<file path="src/rtl/mmio_uart_tx.sv">
`default_nettype none
// ============================================================================
// Module      : mmio_uart_tx
// Description : Memory-mapped UART transmitter on the CPU data-memory bus.
//               Bytes stored to TXDATA are queued in a small FIFO and sent
//               LSB-first as 8N1 frames (8E1 when UART_TX_PARITY_EN is
//               defined) at a programmable clocks-per-bit rate.
// Revision    : 1.0 - initial release
// ----------------------------------------------------------------------------
// Ports:
//   clk      - single clock, rising edge
//   reset_n  - asynchronous active-low reset
//   sel      - address decode hit; the bus is ignored when low
//   we       - store strobe
//   memsize  - access size (unused; byte lane 0 only)
//   a        - byte offset, a[3:2] selects the register
//   wd       - store data
//   rd       - combinational read data (0 when sel is low)
//   tx       - serial line, idles high
// Register map (a[3:2]):
//   0 TXDATA  write pushes wd[7:0], reads 0
//   1 STATUS  {28'b0, ovf, busy, empty, full}; any write clears ovf
//   2 DIV     {16'b0, div}
//   3 reserved
// Configuration macro: UART_TX_PARITY_EN (adds an even-parity bit)
// ============================================================================
module mmio_uart_tx #(
    parameter int          FIFO_AW   = 3,
    parameter logic [15:0] DIV_RESET = 16'd434
) (
    input  logic        clk,
    input  logic        reset_n,
    input  logic        sel,
    input  logic        we,
    input  logic [2:0]  memsize,
    input  logic [3:0]  a,
    input  logic [31:0] wd,
    output logic [31:0] rd,
    output logic        tx
);

    localparam logic [FIFO_AW:0] c_depth = {1'b1, {FIFO_AW{1'b0}}};

    localparam logic [2:0] c_idle   = 3'd0;
    localparam logic [2:0] c_start  = 3'd1;
    localparam logic [2:0] c_data   = 3'd2;
`ifdef UART_TX_PARITY_EN
    localparam logic [2:0] c_parity = 3'd3;
`endif
    localparam logic [2:0] c_stop   = 3'd4;

    logic [2:0]         r_state;
    logic [15:0]        r_timer;
    logic [2:0]         r_bitcnt;
    logic [7:0]         r_shreg;
    logic [15:0]        r_div;
    logic               r_ovf;
    logic [FIFO_AW-1:0] r_wptr;
    logic [FIFO_AW-1:0] r_rptr;
    logic [FIFO_AW:0]   r_count;
    logic [7:0]         r_mem [0:(1<<FIFO_AW)-1];
`ifdef UART_TX_PARITY_EN
    logic               r_par;
`endif

    logic        w_full;
    logic        w_empty;
    logic        w_busy;
    logic        w_bit_end;
    logic        w_pop;
    logic        w_wr;
    logic        w_push_req;
    logic        w_push;
    logic [15:0] w_eff_div;
    logic [15:0] w_reload;
    logic [7:0]  w_head;
    logic        w_unused;

    assign w_full     = (r_count == c_depth);
    assign w_empty    = (r_count == '0);
    assign w_busy     = (r_state != c_idle);
    assign w_bit_end  = (r_timer == 16'd0);
    // A byte leaves the FIFO either from IDLE or at the end of a stop bit,
    // so back-to-back frames run without an idle gap.
    assign w_pop      = !w_empty &&
                        ((r_state == c_idle) || ((r_state == c_stop) && w_bit_end));
    assign w_wr       = sel && we;
    assign w_push_req = w_wr && (a[3:2] == 2'd0);
    // A pop in the same cycle frees a slot, so a full FIFO still accepts.
    assign w_push     = w_push_req && (!w_full || w_pop);
    assign w_eff_div  = (r_div == 16'd0) ? 16'd1 : r_div;
    assign w_reload   = w_eff_div - 16'd1;
    assign w_head     = r_mem[r_rptr];
    assign w_unused   = ^{memsize, a[1:0], wd[31:16]};

    // FIFO pointers, occupancy and control registers
    always_ff @(posedge clk or negedge reset_n) begin
        if (!reset_n) begin
            r_wptr  <= '0;
            r_rptr  <= '0;
            r_count <= '0;
            r_ovf   <= 1'b0;
            r_div   <= DIV_RESET;
        end else begin
            if (w_push) r_wptr <= r_wptr + 1'b1;
            if (w_pop)  r_rptr <= r_rptr + 1'b1;
            case ({w_push, w_pop})
                2'b10:   r_count <= r_count + 1'b1;
                2'b01:   r_count <= r_count - 1'b1;
                default: r_count <= r_count;
            endcase
            if (w_wr && (a[3:2] == 2'd1))
                r_ovf <= 1'b0;
            else if (w_push_req && !w_push)
                r_ovf <= 1'b1;
            if (w_wr && (a[3:2] == 2'd2))
                r_div <= wd[15:0];
        end
    end

    // FIFO storage carries no reset; contents are only read when count > 0
    always_ff @(posedge clk) begin
        if (w_push) r_mem[r_wptr] <= wd[7:0];
    end

    // Frame sequencer; the timer holds remaining cycles of the current bit
    always_ff @(posedge clk or negedge reset_n) begin
        if (!reset_n) begin
            r_state  <= c_idle;
            r_timer  <= '0;
            r_bitcnt <= '0;
            r_shreg  <= '0;
`ifdef UART_TX_PARITY_EN
            r_par    <= 1'b0;
`endif
        end else if ((r_state != c_idle) && !w_bit_end) begin
            r_timer <= r_timer - 16'd1;
        end else begin
            case (r_state)
                c_idle, c_stop: begin
                    if (w_pop) begin
                        r_state <= c_start;
                        r_shreg <= w_head;
                        r_timer <= w_reload;
`ifdef UART_TX_PARITY_EN
                        r_par   <= ^w_head;
`endif
                    end else begin
                        r_state <= c_idle;
                    end
                end
                c_start: begin
                    r_state  <= c_data;
                    r_bitcnt <= '0;
                    r_timer  <= w_reload;
                end
                c_data: begin
                    r_timer  <= w_reload;
                    r_shreg  <= {1'b0, r_shreg[7:1]};
                    r_bitcnt <= r_bitcnt + 3'd1;
                    if (r_bitcnt == 3'd7) begin
`ifdef UART_TX_PARITY_EN
                        r_state <= c_parity;
`else
                        r_state <= c_stop;
`endif
                    end
                end
`ifdef UART_TX_PARITY_EN
                c_parity: begin
                    r_state <= c_stop;
                    r_timer <= w_reload;
                end
`endif
                default: r_state <= c_idle;
            endcase
        end
    end

    // Line driver decoded from state so reset forces the idle level at once
    always_comb begin
        tx = 1'b1;
        case (r_state)
            c_start:  tx = 1'b0;
            c_data:   tx = r_shreg[0];
`ifdef UART_TX_PARITY_EN
            c_parity: tx = r_par;
`endif
            default:  tx = 1'b1;
        endcase
    end

    always_comb begin
        rd = '0;
        if (sel) begin
            case (a[3:2])
                2'd1:    rd = {28'b0, r_ovf, w_busy, w_empty, w_full};
                2'd2:    rd = {16'b0, r_div};
                default: rd = '0;
            endcase
        end
    end

endmodule
`default_nettype wire
</file>
<file path="config.mk">
export PLATFORM = sky130hd
export DESIGN_NAME = mmio_uart_tx
export DESIGN_NICKNAME = d
export VERILOG_FILES = /design/src/rtl/mmio_uart_tx.sv
export SDC_FILE = /design/constraint.sdc
export NUM_CORES = 1
export LEC_CHECK = 0
export ABC_AREA = 0
export CAP_MARGIN = 20
export CORE_ASPECT_RATIO = 0.8
export CORE_UTILIZATION = 50
export DETAILED_ROUTE_END_ITERATION = 12
export GPL_TIMING_DRIVEN = 0
export PLACE_DENSITY = 0.84
export SETUP_SLACK_MARGIN = 0.05
export SLEW_MARGIN = 20
export SYNTH_ARGS = -nofsm -noshare
export SYNTH_HDL_FRONTEND = slang
export SYNTH_SLANG_ARGS = --single-unit
</file>
<file path="constraint.sdc">
create_clock -name clk -period 4.09 [get_ports clk]
set_input_delay 0.409 -clock clk [delete_from_list [all_inputs] [get_ports clk]]
set_output_delay 0.409 -clock clk [all_outputs]
set_load 0.01 [all_outputs]
</file>
# Word level (Yosys, flattened, before mapping)
# Memories as Yosys holds them, arrays and structs flattened.
# Index checks and enable logic that the tools add are counted.
word_totals:
  register_bits: 57
  ramBits: 64
  in_bits: 43
  out_inout_bits: 33
  memories: 1
op_classes:
  add_sub_neg: 7
  eq_ne: 12
  mux: 18
  n_bitwise: 1
  n_reduce_logical: 32
memory_table:
  columns: ["memory", "words", "word_bits", "read_ports", "rd_clocked_by_memory_dff", "write_ports", "line", "source"]
  rows:
  - ["r_mem", 8, 8, 1, 0, 1, "61", "logic [7:0] r_mem [0:(1<<FIFO_AW)-1];"]
ops:
  columns: ["operator", "n"]
  rows:
  - ["16-bit two-way mux", 4]
  - ["16-bit one-hot mux with 2 select lines", 2]
  - ["16-bit zero test", 2]
  - ["16-bit by 1-bit subtractor with 16-bit output, second input constant", 2]
  - ["8-bit one-hot mux with 2 select lines", 1]
  - ["3-bit by 1-bit adder with 3-bit output, second input constant", 3]
  - ["1-bit logical AND", 9]
  - ["3-bit one-hot mux with 3 select lines", 1]
  - ["8-bit two-way mux", 1]
  - ["4-bit one-hot mux with 2 select lines", 1]
  - ["2-bit nonzero test", 4]
  - ["3-bit == test, second input constant", 2]
  - ["3-bit one-hot mux with 2 select lines", 1]
  - ["2-bit AND reduction", 3]
  - ["3-bit nonzero test", 2]
  - ["1-bit two-way mux", 5]
  - ["4-bit by 1-bit adder with 4-bit output, second input constant", 1]
  - ["2-bit by 1-bit == test with 1-bit output, second input constant", 2]
  - ["2-bit == test, second input constant", 2]
  - ["4-bit == test, second input constant", 1]
  - ["1-bit zero test", 4]
  - ["4-bit zero test", 1]
  - ["2-bit != test, second input constant", 2]
  - ["2-bit OR reduction", 2]
  - ["other kinds (11)", 12]

# Logic depth before layout (Yosys ltp)
logic_depth:
  ltp_word: 10
  depth_mapped: 13
  ltp_nobuf: 12

# Worst setup path before layout
# No wires, ideal clock.
synth_timing:
  kind: "reg2reg"
  from: "reg r_timer[2]"
  to: "reg r_timer[14]"
  setup_time_ns: 0.065
  arrival_ns: 4.041
  path_slack_ns: -0.016
  path_stages_with_launch: 14
  synth_period_minus_slack_ns: 4.106
  path_cell_list: "dfrtp_1 -> or4_1 -> buf_6 -> nor4_4 -> nor2_2 -> or3_1 -> o21ai_1 -> ha_1 -> or3b_2 -> or3_1 -> or3_4 -> a22o_1 -> a211oi_1 -> o22a_1"
synth_between:
  elab_chain_len: 6
  elab_cells_between_ends: 11
synth_rtl:
  columns: ["element", "line", "source"]
  rows:
  - ["from (decl)", "53", "logic [15:0] r_timer;"]
  - ["from (signal assigned)", "137", "r_timer <= r_timer - 16'd1;"]
  - ["from (signal assigned)", "144", "r_timer <= w_reload;"]
  - ["from (signal assigned)", "155", "r_timer <= w_reload;"]
  - ["branches (longest 6 deep; another with 16-bit by 1-bit subtractor with 16-bit output)", null, null]
# Several ways; the timed one is not identified.
# A chain may end at the register's enable or synchronous reset.

# Worst setup path in the final report
# Ends and elaborated chain as after synthesis.

==> run summary <==
The normalized max-slew margin is 0.306. The checks that failed: negative setup slack. The setup-violating endpoint count in the final report is 1. The synthesized design contains 121 register bits. The sequential cell area fraction in the yosys report is 0.547.

After floorplanning, the core was sized to cover 0.0117 mm2. The die area came out at 0.0127 mm2. In this run the worst setup path terminates at r_timer[14]. The number of failing hold endpoints at the final stage is 0.

Dividing the final minimum period by the clock period gives 1.01. The master cell of the clock root buffer is sky130_fd_sc_hd__clkbuf_16. The share of flip-flops with an asynchronous set or reset after synthesis is 0.471. The tightest hold margin is 0.0473 ns. The layout cell share with drive strength beyond 1 is 0.234. Setup slack on the critical path of the routed design comes to -0.0284 ns. The clock reaches the later pin of the worst-skew pair after 0.42 ns. After detailed routing, the number of vias per cell comes to 6.20.

The via count is 4696. For this design the static power due to leakage is 2.92 nW. Summing all multi-input logic gate instances after layout gives 0.00267 mm2. The post-synthesis instance area is 0.00613 mm2. 0 antenna diodes ended up in the layout. Compared with the post-synthesis result, the final layout area differs by 23.8%. The estimated wirelength of the detail-placed design came out at 10100 um. Summed over all instances, the cell type with the most area after synthesis is sky130_fd_sc_hd__edfxtp_1.

The sort of element at the start of the critical path is a flop. The number of rows in the core area came out at 35. The most frequent cell after synthesis is sky130_fd_sc_hd__edfxtp_1.

The routability congestion estimate from global placement is 0.876. In this run the critical register-to-register path is launched from r_timer[2]. The number of port buffers is 38. The worst register-to-register path has a depth of 13. The number of warnings reported in the yosys synthesis log is 0. The routed length per placed instance came out at 20.4 um. The power after layout came out at 4.82 mW. The maximum clock rate is 0.243 GHz. The count of routing violations after the opening detailed-route iteration is 526. The number of max-capacitance violations reported is 0. The minimum setup slack after placement is -0.521 ns. The count of nets left with antenna violations once routing finished came out at 0.

The worst setup skew after layout is 0.00976 ns. The top-level port count is 76. The starting density of the core came out at 0.523. In this run the critical register-to-register path is captured at r_timer[14]. The flip-flop cell with the highest count after synthesis is sky130_fd_sc_hd__edfxtp_1. By area the synthesized netlist is led by sky130_fd_sc_hd__edfxtp_1 (31%), sky130_fd_sc_hd__dfrtp_1 (21%), sky130_fd_sc_hd__mux4_2 (5.9%). The total area of sequential cells came out at 0.00336 mm2.

Data on the critical path arrives at its endpoint at 4.42 ns. The biggest fanout along the worst timing path is 6. The worst hold path belongs to the class in2async.

The clock net sink count came out at 121. The total of fill cells in the finished design is 826. Entering global routing, the biggest net connects 58 pins. The worst setup path is of the reg2reg kind. Sorting the synthesized cells by how often they occur yields sky130_fd_sc_hd__edfxtp_1 (64), sky130_fd_sc_hd__dfrtp_1 (52), sky130_fd_sc_hd__nor2_1 (37). The maximum VDD drop is 0.000392 V.

The total global-route track usage came out at 0.251. The worst reg-to-reg setup slack came out at -0.03 ns. The flow ran to the end, but the final reports show violations.

The CTS tree is done. The width of the chip is 126 um. The critical path starts at r_timer[2]. For this run, design rule violations remaining after detail routing come to 0. The pin slew with the least headroom to its limit came out at 1.03 ns.

The clock-pin transition on the worst setup and hold timing paths is 0.06 ns. The minimum period implied by the final worst setup slack came out at 4.12 ns. The total detailed-routing wirelength came out at 15500 um. The total count of max-transition violations in the final report came to 0. Summed over all layers, the global routing overflow is 0. The number of levels the H-tree was split into is 4. Setup repair after global routing could not meet its margin everywhere.

In the final design database the tool counted 651 nets. The first-pass detailed-route iteration total came out at 5. The critical path required time is 4.39 ns. The area share of the largest cell type after synthesis came out at 0.313. The via count of the first global-routing pass came out at 4607. The power density of the placed cells came out at 635 mW/mm2. The maximum count of clock buffers along a single path is 2. The gate count of the mapped netlist is 504.

The die outline height came out at 101 um. The critical path endpoint category is a flop. Averaged over all synthesized cells, the footprint is 12.2 um2.

In this run, CTS created clock tree buffers numbering 17. The number of synthesized flops with an enable pin is 64. Synthesis instantiated 68 different standard cells from the library. The first global-routing pass estimated 24200 um of wire.

The initial antenna violation count was 0.
worst max-delay path, cell delays in order, from the launching register on:
cell	delay [ns]
sky130_fd_sc_hd__dfrtp_2	0.45
sky130_fd_sc_hd__or4_4	0.54
sky130_fd_sc_hd__buf_6	0.15
sky130_fd_sc_hd__nor4_4	0.42
sky130_fd_sc_hd__nor2_4	0.07
sky130_fd_sc_hd__or3_4	0.40
sky130_fd_sc_hd__o21ai_4	0.07
sky130_fd_sc_hd__ha_2	0.21
sky130_fd_sc_hd__or3b_4	0.38
sky130_fd_sc_hd__or3_4	0.34
sky130_fd_sc_hd__or3_4	0.38
sky130_fd_sc_hd__a22o_4	0.27
sky130_fd_sc_hd__mux2i_1	0.11
sky130_fd_sc_hd__o22a_1	0.19
final cells by class:
class                      count  share of cell area
buffer                        44              0.0326
clock buffer                  19              0.0570
clock inverter                13              0.0170
inverter                      11             0.00544
multi-input combinational    343               0.352
sequential                   121               0.442
tap                          148              0.0244
timing repair buffer          59              0.0702
state kept, by name (all words and copies together), names as in the netlist:
name / count
r_mem: 64
r_div: 16
r_timer: 16
r_shreg: 8
r_count: 4
r_bitcnt: 3
r_rptr: 3
r_state: 3
r_wptr: 3
r_ovf: 1
worst min path at each step:
stage / from / endpoint / slack (ns)
2_1_floorplan: reset_n / r_bitcnt[0] / 0.11
3_3_place_gp: r_shreg[1] / r_shreg[1] / 0.46
3_5_place_dp: r_shreg[3] / r_shreg[3] / 0.48
4_1_cts: reset_n / r_div[14] / 0.08
5_1_grt: reset_n / r_div[14] / 0.12
6_report: reset_n / r_div[14] / 0.05
per-layer routing:
metal / vias up / GRT usage / part of all wire
li1: 2077 / - / -
met1: 2312 / 0.343 / 0.42
met2: 269 / 0.400 / 0.47
met3: 38 / 0.0621 / 0.092
met4: 0 / 0.0751 / 0.023
met5: - / 0 / 0
placed cells by master (no fill, tap or decap), drive strengths merged, types with 3 or more instances in the layout:
cell / n
mux2i: 13
buf: 48
o41ai: 4
clkdlybuf4s50: 37
a21o: 3
edfxtp: 64
inv: 12
mux2: 22
ha: 10
conb: 16
nor4: 12
a22o: 8
or4: 8
dfrtp: 52
o211ai: 3
or3: 14
nor3: 16
xnor2: 8
nand3: 5
o21ai: 35
a41oi: 3
a211oi: 4
clkinv: 8
a21oi: 20
nor2: 38
a221oi: 3
a22oi: 3
xor2: 4
mux4: 16
clkbuf: 37
nand2: 26
and2: 4
and3: 12
dfstp: 5
timing repair:
action | 4_1_cts | 5_1_grt
setup endpoints to repair | 5 | 4
resized for setup | 15 | 12
buffers inserted | 10 | 10
hold buffers | 0 | 0
gates cloned | 0 | 1
pin swaps | 7 | 4
metrics by stage:
| step | TNS [ns] | instances | area, um2 | utilization |
|---|---|---|---|---|
| 2_1_floorplan | 0 | 519 | 6200 | - |
| 6_report | -0.0284 | 758 | 7600 | 0.647 |
| 4_1_cts | 0 | 747 | 7460 | 0.636 |
| 5_1_grt | -0.155 | 758 | 7600 | 0.647 |
| 3_5_place_dp | -1.46 | 705 | 6770 | 0.577 |
| 3_3_place_gp | -1.20 | 705 | 6760 | 0.576 |
report_power, final:
part	internal (mW)	switching, mW	leakage (nW)
clock	0.889	0.543	0.272
combinational	0.758	0.840	1.39
sequential	1.52	0.273	1.26
kinds of logic after synthesis:
| group | count (synthesis) | synth area share |
|---|---|---|
| other | 1 | 0.000611 |
| AO/OA/AOI/OAI | 108 | 0.122 |
| buffers and inverters | 55 | 0.0455 |
| flip-flops | 121 | 0.547 |
| multiplexers | 51 | 0.120 |
| adder cells (fa/ha/maj) | 11 | 0.0237 |
| AND/OR/NAND/NOR | 145 | 0.124 |
| XOR/XNOR | 12 | 0.0171 |
(Power assumes the default switching activity.)
